$ cat config.mk
export PLATFORM = sky130hd
export DESIGN_NAME = gf_sram_mgmt_bridge
export DESIGN_NICKNAME = d
export VERILOG_FILES = /design/src/rtl/gf_sram_bridge_pkg.sv /design/src/rtl/gf_sram_mgmt_bridge.sv
export SDC_FILE = /design/constraint.sdc
export NUM_CORES = 1
export LEC_CHECK = 0
export ABC_CLOCK_PERIOD_IN_PS = 1800
export CAP_MARGIN = 20
export CORE_MARGIN = 1
export CORE_UTILIZATION = 29
export DETAILED_ROUTE_END_ITERATION = 8
export PLACE_DENSITY = 0.66
export SLEW_MARGIN = 5
export SYNTH_ARGS = -nofsm -noshare
export SYNTH_HDL_FRONTEND = slang
export SYNTH_SLANG_ARGS = --single-unit
$ cat constraint.sdc
create_clock -name UserCLK -period 1.8 [get_ports UserCLK]
set_input_delay 0.36 -clock UserCLK [delete_from_list [all_inputs] [get_ports UserCLK]]
set_output_delay 0.36 -clock UserCLK [all_outputs]
set_load 0.005 [all_outputs]
$ cat src/rtl/gf_sram_bridge_pkg.sv
// Shared types and default sizes for the GF180 SRAM management bridge.
package gf_sram_bridge_pkg;

    localparam int DEFAULT_WIDTH     = 8;
    localparam int DEFAULT_ADDR_BITS = 9;

    typedef enum logic [1:0] {
        ST_IDLE,
        ST_ISSUE,
        ST_CAPTURE
    } state_t;

    typedef enum logic {
        OWN_MGMT,
        OWN_FABRIC
    } owner_t;

endpackage

$ cat src/rtl/gf_sram_mgmt_bridge.sv
// Arbitrates the GF180 SRAM macro between a management valid/ready port and the fabric pins.
// Define GF_SRAM_BRIDGE_LOCK_EN to make fabric ownership sticky until reset.
module gf_sram_mgmt_bridge
    import gf_sram_bridge_pkg::*;
#(
    parameter int WIDTH     = DEFAULT_WIDTH,
    parameter int ADDR_BITS = DEFAULT_ADDR_BITS
) (
    input  logic                 UserCLK,
    input  logic                 resetn,
    input  logic                 CONFIGURED_top,
    input  logic                 CEN_SRAM,
    input  logic                 GWEN_SRAM,
    input  logic [WIDTH-1:0]     WEN_SRAM,
    input  logic [ADDR_BITS-1:0] A_SRAM,
    input  logic [WIDTH-1:0]     D_SRAM,
    output logic [WIDTH-1:0]     Q_SRAM,
    input  logic                 mgmt_valid,
    output logic                 mgmt_ready,
    input  logic                 mgmt_we,
    input  logic [ADDR_BITS-1:0] mgmt_addr,
    input  logic [WIDTH-1:0]     mgmt_wdata,
    output logic                 mgmt_rvalid,
    output logic [WIDTH-1:0]     mgmt_rdata,
    output logic                 CEN,
    output logic                 GWEN,
    output logic [WIDTH-1:0]     WEN,
    output logic [ADDR_BITS-1:0] A,
    output logic [WIDTH-1:0]     D,
    input  logic [WIDTH-1:0]     Q
);

    state_t                state_reg, state_next;
    owner_t                owner_reg, owner_next;
    logic                  we_reg;
    logic [ADDR_BITS-1:0]  a_reg;
    logic [WIDTH-1:0]      d_reg;
    logic [WIDTH-1:0]      rdata_reg;
    logic                  rvalid_reg;
    logic                  accept;

    always_ff @(posedge UserCLK or negedge resetn) begin
        if (!resetn) begin
            state_reg <= ST_IDLE;
            owner_reg <= OWN_MGMT;
        end else begin
            state_reg <= state_next;
            owner_reg <= owner_next;
        end
    end

    // Ownership only moves in IDLE, so an in-flight transaction always completes first.
    always_comb begin
        state_next = state_reg;
        owner_next = owner_reg;
        mgmt_ready = (state_reg == ST_IDLE) && (owner_reg == OWN_MGMT) && !CONFIGURED_top;
        accept     = mgmt_valid && mgmt_ready;
        case (state_reg)
            ST_IDLE: begin
                if (accept) begin
                    state_next = ST_ISSUE;
                end else if (owner_reg == OWN_MGMT && CONFIGURED_top) begin
                    owner_next = OWN_FABRIC;
                end
`ifndef GF_SRAM_BRIDGE_LOCK_EN
                else if (owner_reg == OWN_FABRIC && !CONFIGURED_top) begin
                    owner_next = OWN_MGMT;
                end
`endif
            end
            ST_ISSUE:   state_next = we_reg ? ST_IDLE : ST_CAPTURE;
            ST_CAPTURE: state_next = ST_IDLE;
            default:    state_next = ST_IDLE;
        endcase
    end

    always_ff @(posedge UserCLK or negedge resetn) begin
        if (!resetn) begin
            we_reg     <= 1'b0;
            a_reg      <= '0;
            d_reg      <= '0;
            rdata_reg  <= '0;
            rvalid_reg <= 1'b0;
        end else begin
            if (accept) begin
                we_reg <= mgmt_we;
                a_reg  <= mgmt_addr;
                d_reg  <= mgmt_wdata;
            end
            rvalid_reg <= (state_reg == ST_CAPTURE);
            if (state_reg == ST_CAPTURE) begin
                rdata_reg <= Q;
            end
        end
    end

    assign mgmt_rvalid = rvalid_reg;
    assign mgmt_rdata  = rdata_reg;

    // Fabric mode is a pure combinational pass-through; the macro's read latency is seen unchanged.
    always_comb begin
        if (owner_reg == OWN_FABRIC) begin
            CEN    = CEN_SRAM;
            GWEN   = GWEN_SRAM;
            WEN    = WEN_SRAM;
            A      = A_SRAM;
            D      = D_SRAM;
            Q_SRAM = Q;
        end else begin
            CEN    = (state_reg != ST_ISSUE);
            GWEN   = !((state_reg == ST_ISSUE) && we_reg);
            WEN    = {WIDTH{GWEN}};
            A      = a_reg;
            D      = d_reg;
            Q_SRAM = '0;
        end
    end

endmodule

**Word-level counts from Yosys, hierarchy flattened**

Cells that the tools add are included.

- Multiplexer cells: 11
- Bitwise operators: 2
- Reduce and logical (&&, ||, !) cells: 11
- Eq/ne operators: 4

Operators by type and width:

| operator | count |
|---|---|
| $mux 8 | 3 |
| $mux 9 | 1 |
| $logic_and 1x1->1 | 6 |
| $mux 1 | 4 |
| $mux 2 | 2 |
| $pmux 2 s2 | 1 |
| $reduce_and 3->1 | 1 |
| $eq 2x1->1 const B | 1 |
| $eq 2x2->1 const B | 1 |
| $logic_not 1->1 | 2 |
| $logic_not 2->1 | 1 |
| $ne 2x1->1 const B | 1 |
| $ne 2x2->1 const B | 1 |
| $not 1->1 | 2 |
| $reduce_bool 2->1 | 1 |

- Output and inout bits: 45
- Flip-flop bits (word level): 30

**Longest topological paths before layout**

Gate-level depths: netlist of the first run.

- Depth in word-level cells: 6
- Gate-level depth with buffers: 6
- Depth with buffers taken out: 5

**Least setup slack after synthesis of the first run**

OpenSTA, ideal clock, no wires.

- Path type: reg2out
- Start point: register owner_reg
- End point: output D[5]
- Cell stages (with the launch flop): 4
- Path slack: 0.264 ns
- Buffers on the path: 2
- Arrival: 1.176 ns
- Cells stage by stage: dfrtp_1 -> buf_2 -> clkbuf_1 -> mux2_2

- Cells in the longest elaborated chain, start to end: 1

RTL lines:

| element | line | source |
|---|---|---|
| from (decl) | gf_sram_mgmt_bridge.sv:34 | `owner_t owner_reg, owner_next;` |
| from (signal assigned) | gf_sram_mgmt_bridge.sv:48 | `owner_reg <= owner_next;` |
| $mux 8 | gf_sram_mgmt_bridge.sv:102 | `if (owner_reg == OWN_FABRIC) begin` |
| to (decl) | gf_sram_mgmt_bridge.sv:29 | `output logic [WIDTH-1:0] D,` |

No other way between the ends.

**Worst setup path after layout of the first run**

- Start point: register owner_reg
- End point: output A[2]

- Cells in the longest elaborated chain, start to end: 1

RTL lines:

| element | line | source |
|---|---|---|
| $mux 9 | gf_sram_mgmt_bridge.sv:102 |  |
| to (decl) | gf_sram_mgmt_bridge.sv:28 | `output logic [ADDR_BITS-1:0] A,` |

No other way between the ends.

==> results of run 1 <==
-- worst paths after layout --
| check | from | end | slack (ns) |
|---|---|---|---|
| worst max-delay path | owner_reg | A[2] | -0.06 |
| worst min-delay path | resetn | a_reg[7] | 0.47 |
| worst max register to register | state_reg[1] | a_reg[8] | 0.14 |
| worst min register to register | mgmt_rdata[2] | mgmt_rdata[2] | 0.50 |
| max in group asynchronous | resetn | state_reg[0] | 1.02 |
| min in group UserCLK | mgmt_rdata[2] | mgmt_rdata[2] | 0.50 |
-- critical path, delay by kind of cell, from the launching register on --
family / cells / cell delay (ns)
muxes: 1 / 0.29
DFF: 1 / 0.42
buffers and inverters: 4 / 0.53
-- metal layers --
metal  up-vias  share of wire, %  GRT usage, %
met3         6               6.6          5.35
met2        52                48          23.3
met5         -                 0             0
li1        663                 -             -
met4         0               1.1          3.56
met1       624                44          18.8
-- cell usage after synthesis --
library cell  count
mux2_1            2
and2_1            8
ha_1              1
nor3_1            1
buf_2             3
dfrtp_1          30
a21oi_1           2
nor4_4            1
a31oi_1           1
inv_1             5
nand2b_1          2
buf_6             1
a21o_1            9
clkbuf_1          2
nand2_4           1
nand2_1           1
mux2_2           33
mux2_4            9
nor2_1            1
-- area by class of cell --
type                    instances  area share (%)
clock buffers                   8            3.69
inverters                       5           0.713
multi-input cells              72            25.7
flip-flops and latches         30            25.2
well taps                      70            2.94
repair buffers                135            41.7
-- per-stage QoR --
step	hold WS [ns]	power, mW	cell area [um2]
floorplan	0.0644	2.21	1540
global placement	0.447	3.65	2750
detailed placement	0.449	3.65	2750
CTS	0.478	4.41	2920
global route	0.501	4.86	2980
finish	0.469	4.53	2980
-- cell families after synthesis --
family | synth area share, %
multiplexers | 34.4
flip-flops | 48.9
AND/OR/NAND/NOR | 7.00
AO/OA/AOI/OAI | 5.46
buffers and inverters | 3.42
adder cells (fa/ha/maj) | 0.814
-- power by group --
group | switching, mW | total (mW) | leakage, nW | internal, mW
Clock | 0.242 | 0.628 | 0.0575 | 0.386
Combinational | 0.851 | 2.72 | 1.02 | 1.87
Sequential | 0.191 | 1.19 | 0.358 | 0.998
-- what timing repair did --
item	CTS	global route
resized for setup	116	39
setup endpoints to repair	36	28
pin swaps	1	0
hold buffers	0	0
gates cloned	2	0
buffers inserted	13	8
==> results.cfg, run 1 <==
[place]
detailed_place_hpwl_um = 2860
numPlacedInstances = 294
io_buffers = 101
gpl.final_weighted_congestion = 0.644
placement.setup.worst_slack_ns = -0.127

[floorplan]
placeableCoreArea_mm2 = 0.00511
boundaryPins = 102
die_h_um = 74.8
floorplan.initialDensity_pct = 30.1
die_area_mm2 = 0.00559
num_rows = 26
fp.dieW_um = 74.8

[setup_path]
worst_path_cell_chain = buf_6, buf_12, buf_6, mux2_4, buf_6
worstPathRequired_ns = 1.44
reg2reg_depth = 5
crit_path_max_fanout = 6
crit_path_max_incr_delay_ns = 0.42
timing.critical_path.mode_cell = buf_6
crit_arrival_ns = 1.50
worstSetupStartpointType = register
worst_setup_path_end_kind = output port
critPathSlowestCell = dfrtp_1
worstSetupPathType = reg2out

[cells_and_area]
multi_input_area_um2 = 767
fin_util_pct = 58.4
nNetsFinal = 307
fill_cells = 445
largest_reg_flops = 9
layout.cells.most_common = clkdlybuf4s50_1
insertedDiodeCount = 0
drive_above_1_share_pct = 48.4
finish.cell_count_without_fillers = 320
layout-area-overhead-vs-synth_pct = 94.1
combined_flip_flop_and_latch_cell_area_um2 = 752
top_library_cells_by_usage_in_the_layout_fill_and_taps_aside = 65 x clkdlybuf4s50_1, 29 x dfrtp_1, 28 x mux2_2

[detailed_routing]
drcViolationCount = 0
wire_per_inst_um = 12.3
drt_first_iter_violations = 26
drt_total_wl_um = 3940
detail-route-antenna-nets = 0
route.vias.total = 1345
detail_route.first_pass.iterations = 3
via_per_inst = 4.20

[global_routing]
grt_max_degree = 31
grt_pass1_vias = 1363
grt_pass1_wl_um = 6150
grt_util_all_layers_pct = 14.6
antenna_violations_before_repair = 0
grt_remaining_overflow = 0

[sta]
rsz0062_at_grt = yes
maxSlewViolCount = 0
finalSetupViolations = 4
max_slew_margin_pct = 71.1
final.period_utilization_pct = 104
timing.clock.skew_ns = 0.00398
layout_min_cycle_time_ns = 1.86
fin_ws_ns = -0.0634
timing.setup.tns_ns = -0.163
clock.fmax_mhz = 537
finalHoldViolCount = 0
max_slew.worst_pin.slew_ns = 0.434

[logic_synthesis]
yosys_warnings = 0
synth_nets = 171
synthesis.area_per_instance_um2 = 13.6
synth_area_leaders = dfrtp_1 49%, mux2_2 24%, mux2_4 8.8%
yosys.cell_types.count = 19
seq_area_frac_synth_pct = 48.9
ys_ff_latch = 30
syn-cell-area_mm2 = 0.00154
post-synth-top-area-fraction_pct = 48.9
synth_largest_area_cell = dfrtp_1
netlist_instances = 113

[run]
max_cap_violations = 0

[cts]
ctsHtreeMaxLevel = 2
cts_inserted_buffers = 5
tritoncts = yes
clock_tree.root_cell = clkbuf_8
insertion_delay_ns = 0.28
clock-sinks = 30
clk_pin_slew_worst_paths_ns = 0.06
cts-root-to-sink-buffers = 2

[status]
run_status = complete, but fails checks
failed_checks = setup timing

[hold_path]
min_path_type = in2async

[power]
power-per-cell-area_mw_per_mm2 = 1520
vdd_drop_max_mv = 0.772
leakagePower_nw = 1.44
No activity file was read; power rests on OpenSTA's default activity.
==> run 2, diff against run 1 <==
CTS_CLUSTER_DIAMETER = 60   (was default)
==> results of run 2 <==
Same layout as run 1: the final DEF is identical, and so are final timing and power.
==> run 3, diff against run 2 <==
CORE_UTILIZATION = 36   (was 29)
PLACE_DENSITY = 0.8   (was 0.66)
REMOVE_ABC_BUFFERS = 1   (was default)
==> run 3 against run 2 <==
Compared with the run above:
- the run still ends with setup timing left
- hold slack worse by 0.016 ns
- total power is 1.5% higher
- global-route usage is 6.6 points higher
- routed wire length is 15% higher
- critical path depth stayed put
- clock skew is 0.0034 ns higher
- sequential cell count stayed put
- fmax hardly changed
==> results.cfg, run 3 (synthesized netlist as in run 1, its figures left out) <==
[setup_path]
timing.critical_path.max_delay_family = buffers and inverters
worstPathRequired_ns = 1.44
worst_path_cell_chain = buf_12, buf_8, buf_4, mux2_2, buf_2
crit_path_max_fanout = 6
worstSetupStartpointType = register
worst_setup_path_end_kind = output port
critPathSlowestCell = dfrtp_2
crit_path_max_incr_delay_ns = 0.44
path_buf_inv = 4
worstSetupPathType = reg2out
crit_arrival_ns = 1.51

[floorplan]
die_area_mm2 = 0.00453
boundaryPins = 102
die_h_um = 67.3
fp.dieW_um = 67.3
num_rows = 23
placeableCoreArea_mm2 = 0.00406
floorplan.initialDensity_pct = 37.9

[sta]
fin_ws_ns = -0.0653
max_slew_margin_pct = 71.8
clock.fmax_mhz = 536
layout_min_cycle_time_ns = 1.87
final.period_utilization_pct = 104
maxSlewViolCount = 0
rsz0062_at_grt = yes
timing.clock.skew_ns = 0.00735
finalSetupViolations = 16
max_slew.worst_pin.slew_ns = 0.424
timing.setup.tns_ns = -0.549
finalHoldViolCount = 0

[power]
pint_mw = 3.27
p_switching_mw = 1.33
clock_power_share_pct = 18.4
leakagePower_nw = 1.34
flop_pwr_share_pct = 26.1
share_comb_of_total_power_pct = 55.5
power-per-cell-area_mw_per_mm2 = 1610
vdd_drop_max_mv = 0.849
switching_share_pct = 28.9

[detailed_routing]
detail-route-antenna-nets = 0
route.vias.total = 1384
detail_route.first_pass.iterations = 4
drt_total_wl_um = 4540
drcViolationCount = 0
wire_per_inst_um = 15.6
drt_first_iter_violations = 73
via_per_inst = 4.76

[cts]
insertion_delay_ns = 0.28
tritoncts = yes
cts_inserted_buffers = 5
clock-sinks = 30
ctsHtreeMaxLevel = 2
clock_tree.root_cell = clkbuf_8
cts-root-to-sink-buffers = 2
clk_pin_slew_worst_paths_ns = 0.07

[global_routing]
antenna_violations_before_repair = 0
grt_util_all_layers_pct = 21.2
grt_remaining_overflow = 0
grt_pass1_vias = 1457
grt_pass1_wl_um = 6720
grt_max_degree = 31

[status]
run_status = complete, but fails checks
failed_checks = setup timing

[place]
io_buffers = 101
detailed_place_hpwl_um = 3170
postPlaceCellArea_mm2 = 0.00264
gpl.final_weighted_congestion = 0.713

[cells_and_area]
design_area_mm2 = 0.00285
drive_above_1_share_pct = 49.4
layout-area-overhead-vs-synth_pct = 85.6
fin_util_pct = 70.3
top_library_cells_by_usage_in_the_layout_fill_and_taps_aside = 65 x clkdlybuf4s50_1, 32 x mux2_2, 30 x buf_2
nNetsFinal = 298
layout.cells.most_common = clkdlybuf4s50_1
insertedDiodeCount = 0
fill_cells = 290
largest_reg_flops = 9

[run]
max_cap_violations = 0

[hold_path]
min_path_type = in2async
==> run 3: routing by layer <==
| layer | part of all wire [%] | global-route usage (%) | wire length [um] | vias to the layer above |
|---|---|---|---|---|
| met2 | 55 | 39.1 | 2510 | 66 |
| met1 | 36 | 21.5 | 1630 | 668 |
| met4 | 1.5 | 10.1 | 67 | 0 |
| li1 | - | - | - | 645 |
| met5 | 0 | 0 | 0 | - |
| met3 | 7.4 | 6.42 | 338 | 5 |
==> run 3: power groups by stage <==
stage / logic, mW / clock network [mW] / registers (mW)
CTS: 2.48 / 0.866 / 1.20
detailed placement: 2.37 / 0 / 1.21
floorplan: 0.944 / 0 / 1.23
global placement: 2.31 / 0 / 1.19
global route: 2.74 / 0.897 / 1.24
finish: 2.55 / 0.847 / 1.20
==> run 3: area by class of cell <==
type	instances	area, um2	area share, %
Inverter	5	18.8	0.658
Sequential cell	30	754	26.5
Timing Repair Buffer	126	1110	39.0
Tap cell	50	62.6	2.19
Multi-Input combinational cell	72	761	26.7
Clock buffer	6	82.6	2.90
Clock inverter	2	60.1	2.11
==> run 3: what timing repair did <==
item / 4_1_cts / 5_1_grt
cloned: 2 / 0
pin swaps: 0 / 0
setup buffers: 14 / 0
endpoints found under the setup margin: 36 / 41
hold buffers: 0 / 0
hold endpoints to repair: 0 / 0
resized for setup: 154 / 11
==> run 3: worst register-to-register path: stages (launching register included) <==
cell and delay, ns:
dfrtp_2 0.44, buf_4 0.15, buf_4 0.14, nor4_4 0.23, buf_4 0.18, nand2_8 0.13, mux2_4 0.34
==> run 3: path summary, 6_finish.rpt <==
check / startpoint / endpoint / slack (ns) / cells past startpoint
worst max-delay path: owner_reg / D[4] / -0.07 / 5
worst min-delay path: resetn / d_reg[0] / 0.45 / 2
worst max register to register: owner_reg / a_reg[3] / 0.08 / 6
worst min register to register: mgmt_rdata[2] / mgmt_rdata[2] / 0.50 / 1
max in group asynchronous: resetn / owner_reg / 1.05 / 2
min in group UserCLK: mgmt_rdata[2] / mgmt_rdata[2] / 0.50 / 1
==> run 3: through the flow <==
stage,hold WS (ns),setup slack [ns],total power [mW],instances
after floorplan,0.0644,-0.0481,2.17,107
after global placement,0.444,-0.0780,3.50,267
after detailed placement,0.466,-0.129,3.58,267
after CTS,0.461,-0.0786,4.55,291
after global routing,0.498,-0.109,4.88,291
final,0.453,-0.0653,4.60,291
